**src/rtl/lpc_mem_arbiter.sv**
```systemverilog
// Two-requester arbiter for one port of the LPC sample RAM: zero-cycle grant, locked bursts
// capped at MAX_BURST, round-robin ties. Optional grant counters under LPC_MEM_ARB_STATS_EN.
module lpc_mem_arbiter #(
    parameter int unsigned ADDR_W    = 13,
    parameter int unsigned DATA_W    = 16,
    parameter int unsigned MAX_BURST = 16
) (
    input  logic                  clk,
    input  logic                  reset_n,
    input  logic                  m0_req,
    input  logic                  m0_write,
    input  logic                  m0_lock,
    input  logic [ADDR_W-1:0]     m0_address,
    input  logic [DATA_W-1:0]     m0_writedata,
    input  logic [DATA_W/8-1:0]   m0_byteenable,
    output logic                  m0_gnt,
    output logic                  m0_rdvalid,
    output logic [DATA_W-1:0]     m0_readdata,
    input  logic                  m1_req,
    input  logic                  m1_write,
    input  logic                  m1_lock,
    input  logic [ADDR_W-1:0]     m1_address,
    input  logic [DATA_W-1:0]     m1_writedata,
    input  logic [DATA_W/8-1:0]   m1_byteenable,
    output logic                  m1_gnt,
    output logic                  m1_rdvalid,
    output logic [DATA_W-1:0]     m1_readdata,
    output logic [ADDR_W-1:0]     mem_address,
    output logic [DATA_W-1:0]     mem_writedata,
    output logic [DATA_W/8-1:0]   mem_byteenable,
    output logic                  mem_chipselect,
    output logic                  mem_write,
    output logic                  mem_clken,
    input  logic [DATA_W-1:0]     mem_readdata
`ifdef LPC_MEM_ARB_STATS_EN
    ,
    input  logic                  stats_clr,
    output logic [15:0]           m0_gnt_count,
    output logic [15:0]           m1_gnt_count
`endif
);

    localparam int unsigned BE_W   = DATA_W / 8;
    localparam int unsigned BEAT_W = $clog2(MAX_BURST + 1);
    localparam logic [BEAT_W-1:0] BEAT_MAX = BEAT_W'(MAX_BURST);

    typedef enum logic [1:0] {
        IDLE = 2'd0,
        OWN0 = 2'd1,
        OWN1 = 2'd2
    } state_t;

    state_t            state, state_nxt;
    logic              last, last_nxt;
    logic [BEAT_W-1:0] beat, beat_nxt;
    logic              gnt0_c, gnt1_c;
    logic [BEAT_W-1:0] beat_inc_c;

    // State register
    always_ff @(posedge clk or negedge reset_n) begin
        if (!reset_n) begin
            state <= IDLE;
            last  <= 1'b1;
            beat  <= '0;
        end else begin
            state <= state_nxt;
            last  <= last_nxt;
            beat  <= beat_nxt;
        end
    end

    assign beat_inc_c = (beat >= BEAT_MAX) ? BEAT_MAX : beat + BEAT_W'(1);

    // Grant decision and next state; a locked owner keeps the port until its burst cap
    always_comb begin
        gnt0_c    = 1'b0;
        gnt1_c    = 1'b0;
        state_nxt = IDLE;
        last_nxt  = last;
        beat_nxt  = '0;
        if (!reset_n) begin
            gnt0_c = 1'b0;
        end else if (state == OWN0 && m0_req && m0_lock && beat < BEAT_MAX) begin
            gnt0_c = 1'b1;
        end else if (state == OWN1 && m1_req && m1_lock && beat < BEAT_MAX) begin
            gnt1_c = 1'b1;
        end else if (m0_req && !m1_req) begin
            gnt0_c = 1'b1;
        end else if (m1_req && !m0_req) begin
            gnt1_c = 1'b1;
        end else if (m0_req && m1_req) begin
            gnt0_c = last;
            gnt1_c = !last;
        end

        if (gnt0_c) begin
            state_nxt = OWN0;
            last_nxt  = 1'b0;
            beat_nxt  = (state == OWN0) ? beat_inc_c : BEAT_W'(1);
        end else if (gnt1_c) begin
            state_nxt = OWN1;
            last_nxt  = 1'b1;
            beat_nxt  = (state == OWN1) ? beat_inc_c : BEAT_W'(1);
        end
    end

    // Memory command mux; idle port drives zeros
    always_comb begin
        mem_address    = '0;
        mem_writedata  = '0;
        mem_byteenable = '0;
        if (gnt0_c) begin
            mem_address    = m0_address;
            mem_writedata  = m0_writedata;
            mem_byteenable = m0_byteenable;
        end else if (gnt1_c) begin
            mem_address    = m1_address;
            mem_writedata  = m1_writedata;
            mem_byteenable = m1_byteenable;
        end
    end

    assign m0_gnt         = gnt0_c;
    assign m1_gnt         = gnt1_c;
    assign mem_chipselect = gnt0_c | gnt1_c;
    assign mem_write      = (gnt0_c & m0_write) | (gnt1_c & m1_write);
    assign mem_clken      = 1'b1;
    assign m0_readdata    = mem_readdata;
    assign m1_readdata    = mem_readdata;

    // RAM has one cycle of read latency
    always_ff @(posedge clk or negedge reset_n) begin
        if (!reset_n) begin
            m0_rdvalid <= 1'b0;
            m1_rdvalid <= 1'b0;
        end else begin
            m0_rdvalid <= gnt0_c & ~m0_write;
            m1_rdvalid <= gnt1_c & ~m1_write;
        end
    end

`ifdef LPC_MEM_ARB_STATS_EN
    // Saturating grant counters; clear wins over increment
    always_ff @(posedge clk or negedge reset_n) begin
        if (!reset_n) begin
            m0_gnt_count <= '0;
            m1_gnt_count <= '0;
        end else if (stats_clr) begin
            m0_gnt_count <= '0;
            m1_gnt_count <= '0;
        end else begin
            if (gnt0_c && m0_gnt_count != 16'hFFFF) m0_gnt_count <= m0_gnt_count + 16'd1;
            if (gnt1_c && m1_gnt_count != 16'hFFFF) m1_gnt_count <= m1_gnt_count + 16'd1;
        end
    end
`endif

    logic unused_c;
    assign unused_c = ^{BE_W};

endmodule

```
**config.mk**
```make
export PLATFORM = sky130hd
export DESIGN_NAME = lpc_mem_arbiter
export DESIGN_NICKNAME = d
export VERILOG_FILES = /design/src/rtl/lpc_mem_arbiter.sv
export SDC_FILE = /design/constraint.sdc
export NUM_CORES = 1
export LEC_CHECK = 0
export CAP_MARGIN = 20
export CORE_MARGIN = 2
export CORE_UTILIZATION = 25
export DETAILED_ROUTE_END_ITERATION = 7
export PLACE_DENSITY = 0.81
export REMOVE_ABC_BUFFERS = 1
export SLEW_MARGIN = 25
export SYNTH_ARGS = -nofsm -noshare
export SYNTH_HDL_FRONTEND = slang
export SYNTH_SLANG_ARGS = --single-unit
```
**constraint.sdc**
```tcl
create_clock -name clk -period 2.95 [get_ports clk]
set_input_delay 0.7375 -clock clk [delete_from_list [all_inputs] [get_ports clk]]
set_output_delay 0.7375 -clock clk [all_outputs]
set_load 0.03 [all_outputs]
```
==> impl_metrics.tcl, run 1 <==
set metrics [dict create \
    outcome "finished clean" \
    worstPathMaxFanout 14 \
    worst_clock_skew_ns 0.00398 \
    layout.nets 306 \
    max_freq_ghz 0.344 \
    grt_pass1_wl_um 7130 \
    synthTopCellsByArea "a22o_1 24%, buf_4 21%, dfrtp_1 19%" \
    syn-instance-count 124 \
    dp_cells 252 \
    stdcell_count 269 \
    synth.distinct_cells 32 \
    ios 156 \
    hold_viol_final 0 \
    yosysTopAreaCell "a22o_1" \
    dr_total_vias 1359 \
    synth_most_common_cell "buf_4" \
    slew_viol_final 0 \
    fin_util_pct 53.3 \
    rows 24 \
    die_h_um 72.4 \
    grt_max_degree 15 \
    maxCapViolCount 0 \
    die_w_um 72.4 \
    place_congestion 0.835 \
    drc 0 \
    grt_pass1_vias 1430 \
    core_mm2 0.00441 \
    ys_seq_area_share_pct 21.5 \
    path_clk_slew_ns 0.05 \
    period_needed_ns 2.91 \
    synth_top_area_share_pct 24.0 \
    synth_edf_count 0 \
    cts_sinks 10 \
    powerDensity_mw_per_mm2 324 \
    routed_wl_um 5000 \
    criticalPathCategory "input pin to output port" \
    io_buffers 106 \
    clock_path_buffers 2 \
    synthTopCellsByCount "33 x buf_4, 32 x a22o_1, 9 x dfrtp_1, 8 x buf_6" \
    crit_arrival_ns 2.17 \
    drt-vias-per-instance 5.05 \
    setup_violations 0 \
    hpwlAfterDp_um 3510 \
    diodes 0 \
    htreeDepth 1 \
    area.growth.synth_to_final_pct 101 \
    drt-pass1-iter-count 4 \
    ys_ff_latch 10 \
    synth_ff_type "dfrtp_1" \
    grt_overflow 0 \
    endpoint_kind "output port" \
    leakagePower_uw 0.00104 \
    syn_avg_cell_area_um2 9.42 \
    grt_usage_pct 17.9 \
    initial_utilization_pct 26.5 \
    async_flop_share_pct 100 \
    drt-initial-drc-count 57 \
    antenna_found_initial 0 \
    clk_latency_ns 0.23 \
    ys.warnings.count 0 \
    avgRoutedWirePerCell_um 18.6 \
    ir_drop_mv 0.125 \
    die_area_mm2 0.00524 \
    cts_made_buffers 3 \
    clockRootBuffer "clkbuf_8" \
    cp-start-kind "input pin" \
    cp_data_required_time_ns 2.21 \
    syn_area_mm2 0.00117 \
    ant_nets 0 \
    tritoncts "done" \
    rsz0062_at_grt "false" \
    filler_cell_count 401 \
    min_path_type "flip-flop to flip-flop" \
    post-route-period-util_pct 98.6 \
    drive_above_1_share_pct 34.6 \
]
## worst paths after layout
path / from / end / slack (ns) / cells after the start
max: m0_lock / mem_address[10] / 0.04 / 8
min: last / last / 0.55 / 2
max reg2reg: beat[4] / m1_rdvalid / 1.08 / 6
min reg2reg: last / last / 0.55 / 2
max in group asynchronous: reset_n / last / 1.73 / 3
min in group asynchronous: reset_n / state[0] / 0.99 / 3
## registers in the layout (all words and copies together) (netlist names)
name,flops
beat,5
last,1
m0_rdvalid,1
m1_rdvalid,1
state,2
## layout by cell type, fill, tap and decap left out, drive strengths merged, types with 2 or more instances in the layout
cell type / Yosys / routed
clkdlybuf4s50: 0 / 67
buf: 41 / 58
a22o: 32 / 32
dfrtp: 9 / 9
clkbuf: 0 / 6
inv: 4 / 4
nor2b: 4 / 4
a21oi: 3 / 3
dlygate4sd2: 0 / 3
a211oi: 3 / 3
o21ai: 3 / 3
a31oi: 2 / 2
nand3: 2 / 2
ha: 2 / 2
nor3: 2 / 2
o21a: 2 / 2
## cells by family after synthesis
group | Yosys count | share of synthesized area [%]
compound gates | 49 | 34.5
xor+xnor | 2 | 1.50
fa+ha+maj | 2 | 2.14
buf+inv | 45 | 30.2
flops | 10 | 21.5
other cells | 1 | 0.321
simple gates | 15 | 9.85
## critical path: stages
cell and delay (ns):
dlygate4sd2_1 0.24, nor2b_4 0.13, and3_4 0.20, o21a_4 0.23
buf_4 0.15, buf_12 0.14, a22o_1 0.18, buf_4 0.16
## per-stage QoR
| step | setup WS (ns) | hold WS [ns] | cell area (µm²) | total power (µW) | setup TNS (ns) |
|---|---|---|---|---|---|
| 6_report | 0.0401 | 0.551 | 2350 | 761 | 0 |
| 5_1_grt | 0.00154 | 0.606 | 2350 | 796 | 0 |
| 4_1_cts | 0.0157 | 0.542 | 2260 | 742 | 0 |
| 3_5_place_dp | -0.243 | 0.529 | 1980 | 518 | -7.54 |
| 3_3_place_gp | -0.246 | 0.533 | 1980 | 515 | -7.62 |
| 2_1_floorplan | -0.321 | 0.442 | 831 | 322 | -10.28 |
## area by class of cell
| type | instances | area, µm² | share of cell area, % |
|---|---|---|---|
| Sequential cell | 10 | 253 | 10.8 |
| Inverter | 4 | 15.0 | 0.639 |
| Clock buffer | 4 | 55.1 | 2.34 |
| Timing Repair Buffer | 130 | 1360 | 57.9 |
| Multi-Input combinational cell | 69 | 602 | 25.6 |
| Tap cell | 52 | 65.1 | 2.77 |
## report_power, final
group	internal [µW]	switching [µW]	total [µW]
combinational	242	194	436
clock	117	53.7	171
sequential	147	7.28	154
total	506	255	761
## repair_timing
action | 4_1_cts | 5_1_grt
setup buffers | 10 | 1
hold buffers | 0 | 0
cloned | 3 | 1
setup endpoints to repair | 35 | 32
resized for setup | 30 | 18
pin swaps | 6 | 7
## layer usage
layer	GRT usage [%]	part of all wire (%)	vias up
met4	5.35	0.68	2
met2	27.5	48	103
li1	-	-	612
met5	6.06	0.58	-
met1	22.0	40	638
met3	8.33	11	4
Note: power is estimated with default switching activity, not from simulation.
==> run 2, diff against run 1 <==
--- a/config.mk
+++ b/config.mk
@@ -5,11 +5,12 @@
 export SDC_FILE = /design/constraint.sdc
 export NUM_CORES = 1
 export LEC_CHECK = 0
+export ABC_AREA = 1
 export CAP_MARGIN = 20
 export CORE_MARGIN = 2
-export CORE_UTILIZATION = 25
+export CORE_UTILIZATION = 27
 export DETAILED_ROUTE_END_ITERATION = 7
-export PLACE_DENSITY = 0.81
+export PLACE_DENSITY_LB_ADDON = 0.08
 export REMOVE_ABC_BUFFERS = 1
 export SLEW_MARGIN = 25
 export SYNTH_ARGS = -nofsm -noshare
==> run 2 against run 1 <==
  * Fmax increased by 3.6%
  * Synthesized cell count increased by 78%
  * Worst hold slack improved by 0.035 ns
  * Global-route usage increased by 2.8 points
  * Cell area increased by 4.8%
  * Count of clock-buffer cells in the layout unchanged
  * Register-to-register slack improved by 0.28 ns
  * Critical path type unchanged
==> impl_metrics.tcl, run 2 <==
set metrics [dict create \
    outcome "finished clean" \
    stdcell_count 365 \
    routed_wl_um 5850 \
    final_cell_area_mm2 0.00246 \
    synth_edf_count 0 \
    r2r-end "beat[1]" \
    hold_viol_final 0 \
    area.growth.synth_to_final_pct 92.9 \
    dpl-instance-area_mm2 0.00208 \
    slew_viol_final 0 \
    rsz0062_at_grt "false" \
    crit_chain "clkdlybuf4s50_1 > inv_1 > a21oi_4 > buf_6 > clkbuf_16 > nand2_1 > nand2_1 > buf_6" \
    hpwlAfterDp_um 4400 \
    synthTopCellsByArea "nand2_1 36%, buf_4 21%, dfrtp_1 18%" \
    tritoncts "done" \
    ys_ff_latch 10 \
    grt_pass1_vias 1581 \
    dr_total_vias 1610 \
    hold_depth 4 \
    grt_max_degree 32 \
    drc 0 \
    grt_usage_pct 20.7 \
    mostFrequentLayoutCell "nand2_1" \
    worstRegToRegCells 10 \
    synth_top_area_share_pct 35.6 \
    avgRoutedWirePerCell_um 16.0 \
    final_cell_mix "112 x nand2_1, 67 x clkdlybuf4s50_1, 26 x buf_6, 21 x buf_4" \
    worst_clock_skew_ns 0.000672 \
    drive_above_1_share_pct 25.7 \
    slowest_delay_ns 0.53 \
    top_register "beat" \
    syn_area_mm2 0.00128 \
    criticalPathCategory "input pin to output port" \
    clockRootBuffer "clkbuf_8" \
    ys.warnings.count 0 \
    hold_ws_ns 0.586 \
    ir_drop_mv 0.176 \
    place_ws_ns -0.0537 \
    finalWorstSetupSlack_ns 0.141 \
    synthTopCellsByCount "121 x nand2_1, 36 x buf_4, 12 x inv_1, 12 x nor2_1, 9 x dfrtp_1" \
    maxCapViolCount 0 \
    cp-start-kind "input pin" \
    drt-initial-drc-count 122 \
    core_mm2 0.00463 \
    ios 156 \
    layout.nets 400 \
    antenna_found_initial 0 \
    clock_path_buffers 2 \
    cts_sinks 10 \
    max_freq_ghz 0.356 \
    synth_ff_type "dfrtp_1" \
    rrSetupSlack_ns 1.36 \
    clk_latency_ns 0.23 \
    synth.distinct_cells 21 \
    powerDensity_mw_per_mm2 324 \
    reg_top3 "beat: 5 flops, state: 2 flops" \
    die_h_um 72.8 \
    drt-pass1-iter-count 4 \
    leakagePower_uw 0.00125 \
    syn-instance-count 221 \
    grt_pass1_wl_um 8090 \
    async_flop_share_pct 100 \
    tns_ns 0 \
    min_path_type "flip-flop to flip-flop" \
    io_buffers 106 \
    path_clk_slew_ns 0.05 \
    yosysTopAreaCell "nand2_1" \
    setup_violations 0 \
    largest_register_ffs 5 \
    synth_most_common_cell "nand2_1" \
    syn_avg_cell_area_um2 5.78 \
    post-route-period-util_pct 95.2 \
    rows 25 \
    diodes 0 \
    cpMaxStageDelayCell "clkdlybuf4s50_1" \
    cp_data_required_time_ns 2.21 \
    htreeDepth 1 \
    filler_cell_count 449 \
    hold_start "last" \
    die_area_mm2 0.00530 \
    initial_utilization_pct 27.6 \
    die_w_um 72.8 \
    crit_arrival_ns 2.07 \
    dp_cells 348 \
    ys_seq_area_share_pct 19.7 \
    place_congestion 0.832 \
    grt_overflow 0 \
    endpoint_kind "output port" \
    drt-vias-per-instance 4.41 \
    worstPathMaxFanout 5 \
    r2r_start "state[0]" \
    period_needed_ns 2.81 \
    holdPathEnd "last" \
    ant_nets 0 \
    cts_made_buffers 3 \
]
## run 2: cell types whose count changed after synthesis, moves of 4 or more
cell,previous run,this run
inv_1,4,12
nor2_1,1,12
nand2_1,1,121
a22o_1,32,0
nor2b_1,4,0
buf_6,8,3
## run 2: critical path: cells and delay by family
family | cells | cell delay, ns
buffers and inverters | 5 | 1.07
AOI/OAI and AO/OA | 1 | 0.14
and+or+nand+nor | 2 | 0.11
## run 2: area by class of cell
cell class | count | area (µm²) | area share, %
repair buffers | 125 | 1320 | 53.7
multi-input cells | 158 | 714 | 29.0
flip-flops and latches | 10 | 251 | 10.2
well taps | 54 | 67.6 | 2.74
clock buffers | 4 | 55.1 | 2.23
inverters | 14 | 52.6 | 2.13
## run 2: worst max path at each step
stage | start | endpoint | slack (ns)
after floorplan | m0_req | mem_address[0] | 0.22
after global placement | m0_req | mem_address[5] | -0.04
after detailed placement | m0_req | mem_writedata[15] | -0.05
after CTS | m1_lock | mem_address[5] | 0.001
after global routing | reset_n | mem_address[6] | 0.04
final | reset_n | mem_writedata[12] | 0.14
## run 2: metrics by stage
stage	utilization, %	power (µW)
floorplan	-	343
global placement	45.0	553
detailed placement	45.0	551
CTS	47.7	744
global route	53.2	851
finish	53.2	799
## run 2: where the power goes
| part | switching [µW] | internal, µW |
|---|---|---|
| Clock | 53.8 | 117 |
| Sequential | 6.99 | 149 |
| Combinational | 237 | 235 |
| Total | 298 | 501 |
## run 2: cells by family after synthesis
logic type,after synthesis,share of synthesized area [%]
AND/OR/NAND/NOR,145,45.2
buffers and inverters,53,27.9
AO/OA/AOI/OAI,10,5.00
flip-flops,10,19.7
adder cells (fa/ha/maj),2,1.96
other,1,0.294
## run 2: repair_timing
action / CTS / global route
gates resized for setup: 10 / 35
endpoints found under the setup margin: 32 / 33
setup buffers: 3 / 4
hold buffers: 0 / 0
hold endpoints to repair: 0 / 0
cloned: 1 / 6
pin swaps: 3 / 12
## run 2: metal layers
layer / vias up / global-route usage, % / share of wire (%)
met1: 682 / 22.3 / 38
met5: - / 8.08 / 0.63
met2: 107 / 31.8 / 44
li1: 811 / - / -
met3: 8 / 16.4 / 17
met4: 2 / 3.09 / 1.1
==> run 3, diff against run 2 <==
--- a/config.mk
+++ b/config.mk
@@ -7,9 +7,10 @@
 export LEC_CHECK = 0
 export ABC_AREA = 1
 export CAP_MARGIN = 20
-export CORE_MARGIN = 2
-export CORE_UTILIZATION = 27
+export CORE_AREA = 2 2 60 62
 export DETAILED_ROUTE_END_ITERATION = 7
+export DIE_AREA = 0 0 62 64
+export DONT_BUFFER_PORTS = 1
 export PLACE_DENSITY_LB_ADDON = 0.08
 export REMOVE_ABC_BUFFERS = 1
 export SLEW_MARGIN = 25
==> constraint.sdc (replaced) <==
create_clock -name clk -period 3.3 [get_ports clk]
set_input_delay 0.825 -clock clk [delete_from_list [all_inputs] [get_ports clk]]
set_output_delay 0.825 -clock clk [all_outputs]
set_load 0.03 [all_outputs]
==> run 3 against run 2 <==
  * Sequential power decreased by 9%
  * Critical path type is now flip-flop to output port
  * Largest power group unchanged
  * Count of clock-buffer cells in the layout unchanged
  * First-iteration DRC count decreased by 14%
  * Via count shrank 25%
  * Core utilization fell by 20 points
  * Worst hold slack got worse by 0.35 ns
  * Clock power down 46%
==> impl_metrics.tcl, run 3 (same netlist as run 2, synthesis figures left out) <==
set metrics [dict create \
    diodes 0 \
    max_freq_ghz 0.353 \
    crit_path_frequent_cell "nand2_1" \
    grt_pass1_vias 1141 \
    cp-start-kind "flip-flop" \
    dr_total_vias 1211 \
    layout.nets 279 \
    cpMaxStageDelayCell "dfstp_2" \
    post-route-period-util_pct 85.7 \
    drt-pass1-iter-count 4 \
    routed_wl_um 4570 \
    crit_arrival_ns 2.00 \
    place_ws_ns 0.475 \
    initial_utilization_pct 38.9 \
    endpoint_kind "output port" \
    grt_max_degree 35 \
    slew_viol_final 0 \
    crit_chain "inv_1 > a21boi_0 > nand2_1 > a21oi_4 > buf_4 > nand2_1 > nand2_1" \
    area.growth.synth_to_final_pct -14.9 \
    clockRootBuffer "clkbuf_4" \
    die_w_um 62 \
    hpwlAfterDp_um 3940 \
    finalWorstSetupSlack_ns 0.471 \
    rows 21 \
    worstRegToRegCells 5 \
    setup_violations 0 \
    io_buffers 0 \
    worst_clock_skew_ns 0.00940 \
    outcome "finished clean" \
    cp_data_required_time_ns 2.47 \
    largest_register_ffs 5 \
    clock_path_buffers 2 \
    criticalPathCategory "flip-flop to output port" \
    cp_top_family "flip-flops" \
    drt-initial-drc-count 105 \
    hold_viol_final 0 \
    reg_top3 "beat: 5 flops, state: 2 flops" \
    cts_setup_buffers 0 \
    rsz0062_at_grt "false" \
    drc 0 \
    clk_latency_ns 0.27 \
    leakagePower_uw 0.000625 \
    cts_made_buffers 3 \
    ant_nets 0 \
    path_clk_slew_ns 0.07 \
    period_needed_ns 2.83 \
    powerDensity_mw_per_mm2 396 \
    worstPathMaxFanout 34 \
    final_cell_mix "121 x nand2_1, 12 x inv_1, 12 x nor2_1, 9 x dfrtp_1, 5 x o21ai_0" \
    stdcell_count 236 \
    grt_overflow 0 \
    tns_ns 0 \
    p_total_uw 430 \
    cts_sinks 10 \
    cts_resized 0 \
    mostFrequentLayoutCell "nand2_1" \
    tritoncts "done" \
    drive_above_1_share_pct 8.42 \
    ir_drop_mv 0.102 \
    dp_cells 232 \
    final_cell_area_mm2 0.00109 \
    grt_pass1_wl_um 6220 \
    cts_hold_buffers 0 \
    core_mm2 0.00328 \
    place_congestion 0.841 \
    grt_usage_pct 22.7 \
    die_h_um 64 \
    crit_cells 7 \
    maxCapViolCount 0 \
    dpl-instance-area_mm2 0.00106 \
    htreeDepth 1 \
    crit_buf_inv 2 \
    slowest_delay_ns 0.52 \
    min_path_type "input pin to async pin" \
    ios 156 \
    top_register "beat" \
    avgRoutedWirePerCell_um 19.4 \
    drt-vias-per-instance 5.13 \
    antenna_found_initial 0 \
    die_area_mm2 0.00397 \
]
run 3: routing by layer:
metal | vias to the layer above | routed length [µm] | GRT usage (%)
met1 | 506 | 1540 | 22.6
met2 | 127 | 2030 | 36.8
met3 | 8 | 858 | 13.6
li1 | 568 | - | -
met4 | 2 | 97 | 7.98
met5 | - | 46 | 9.52
run 3: layout make-up:
type	count	area [µm²]
clock buffers	4	26.3
fillers	378	2200
multi-input cells	158	669
well taps	46	57.6
inverters	14	52.6
repair buffers	4	30.0
flip-flops and latches	10	251
run 3: path summary, 6_finish.rpt:
path	startpoint	end	slack, ns
max reg2reg	last	state[0]	1.84
max in group asynchronous	reset_n	last	2.88
min	reset_n	beat[0]	0.24
min reg2reg	last	last	0.55
min in group clk	last	last	0.55
max	last	mem_writedata[13]	0.47
run 3: stage by stage:
stage                     util [%]  hold WS (ns)
final                         33.1         0.235
after CTS                     33.1         0.226
after detailed placement      32.3         0.530
after global routing          33.1         0.223
after floorplan                  -         0.518
after global placement        32.3         0.530
run 3: report_power, final:
group,leakage [µW],internal [µW],switching (µW)
Clock,0.0000150,46.8,45.8
Combinational,0.000478,32.9,163
Sequential,0.000132,133,9.28
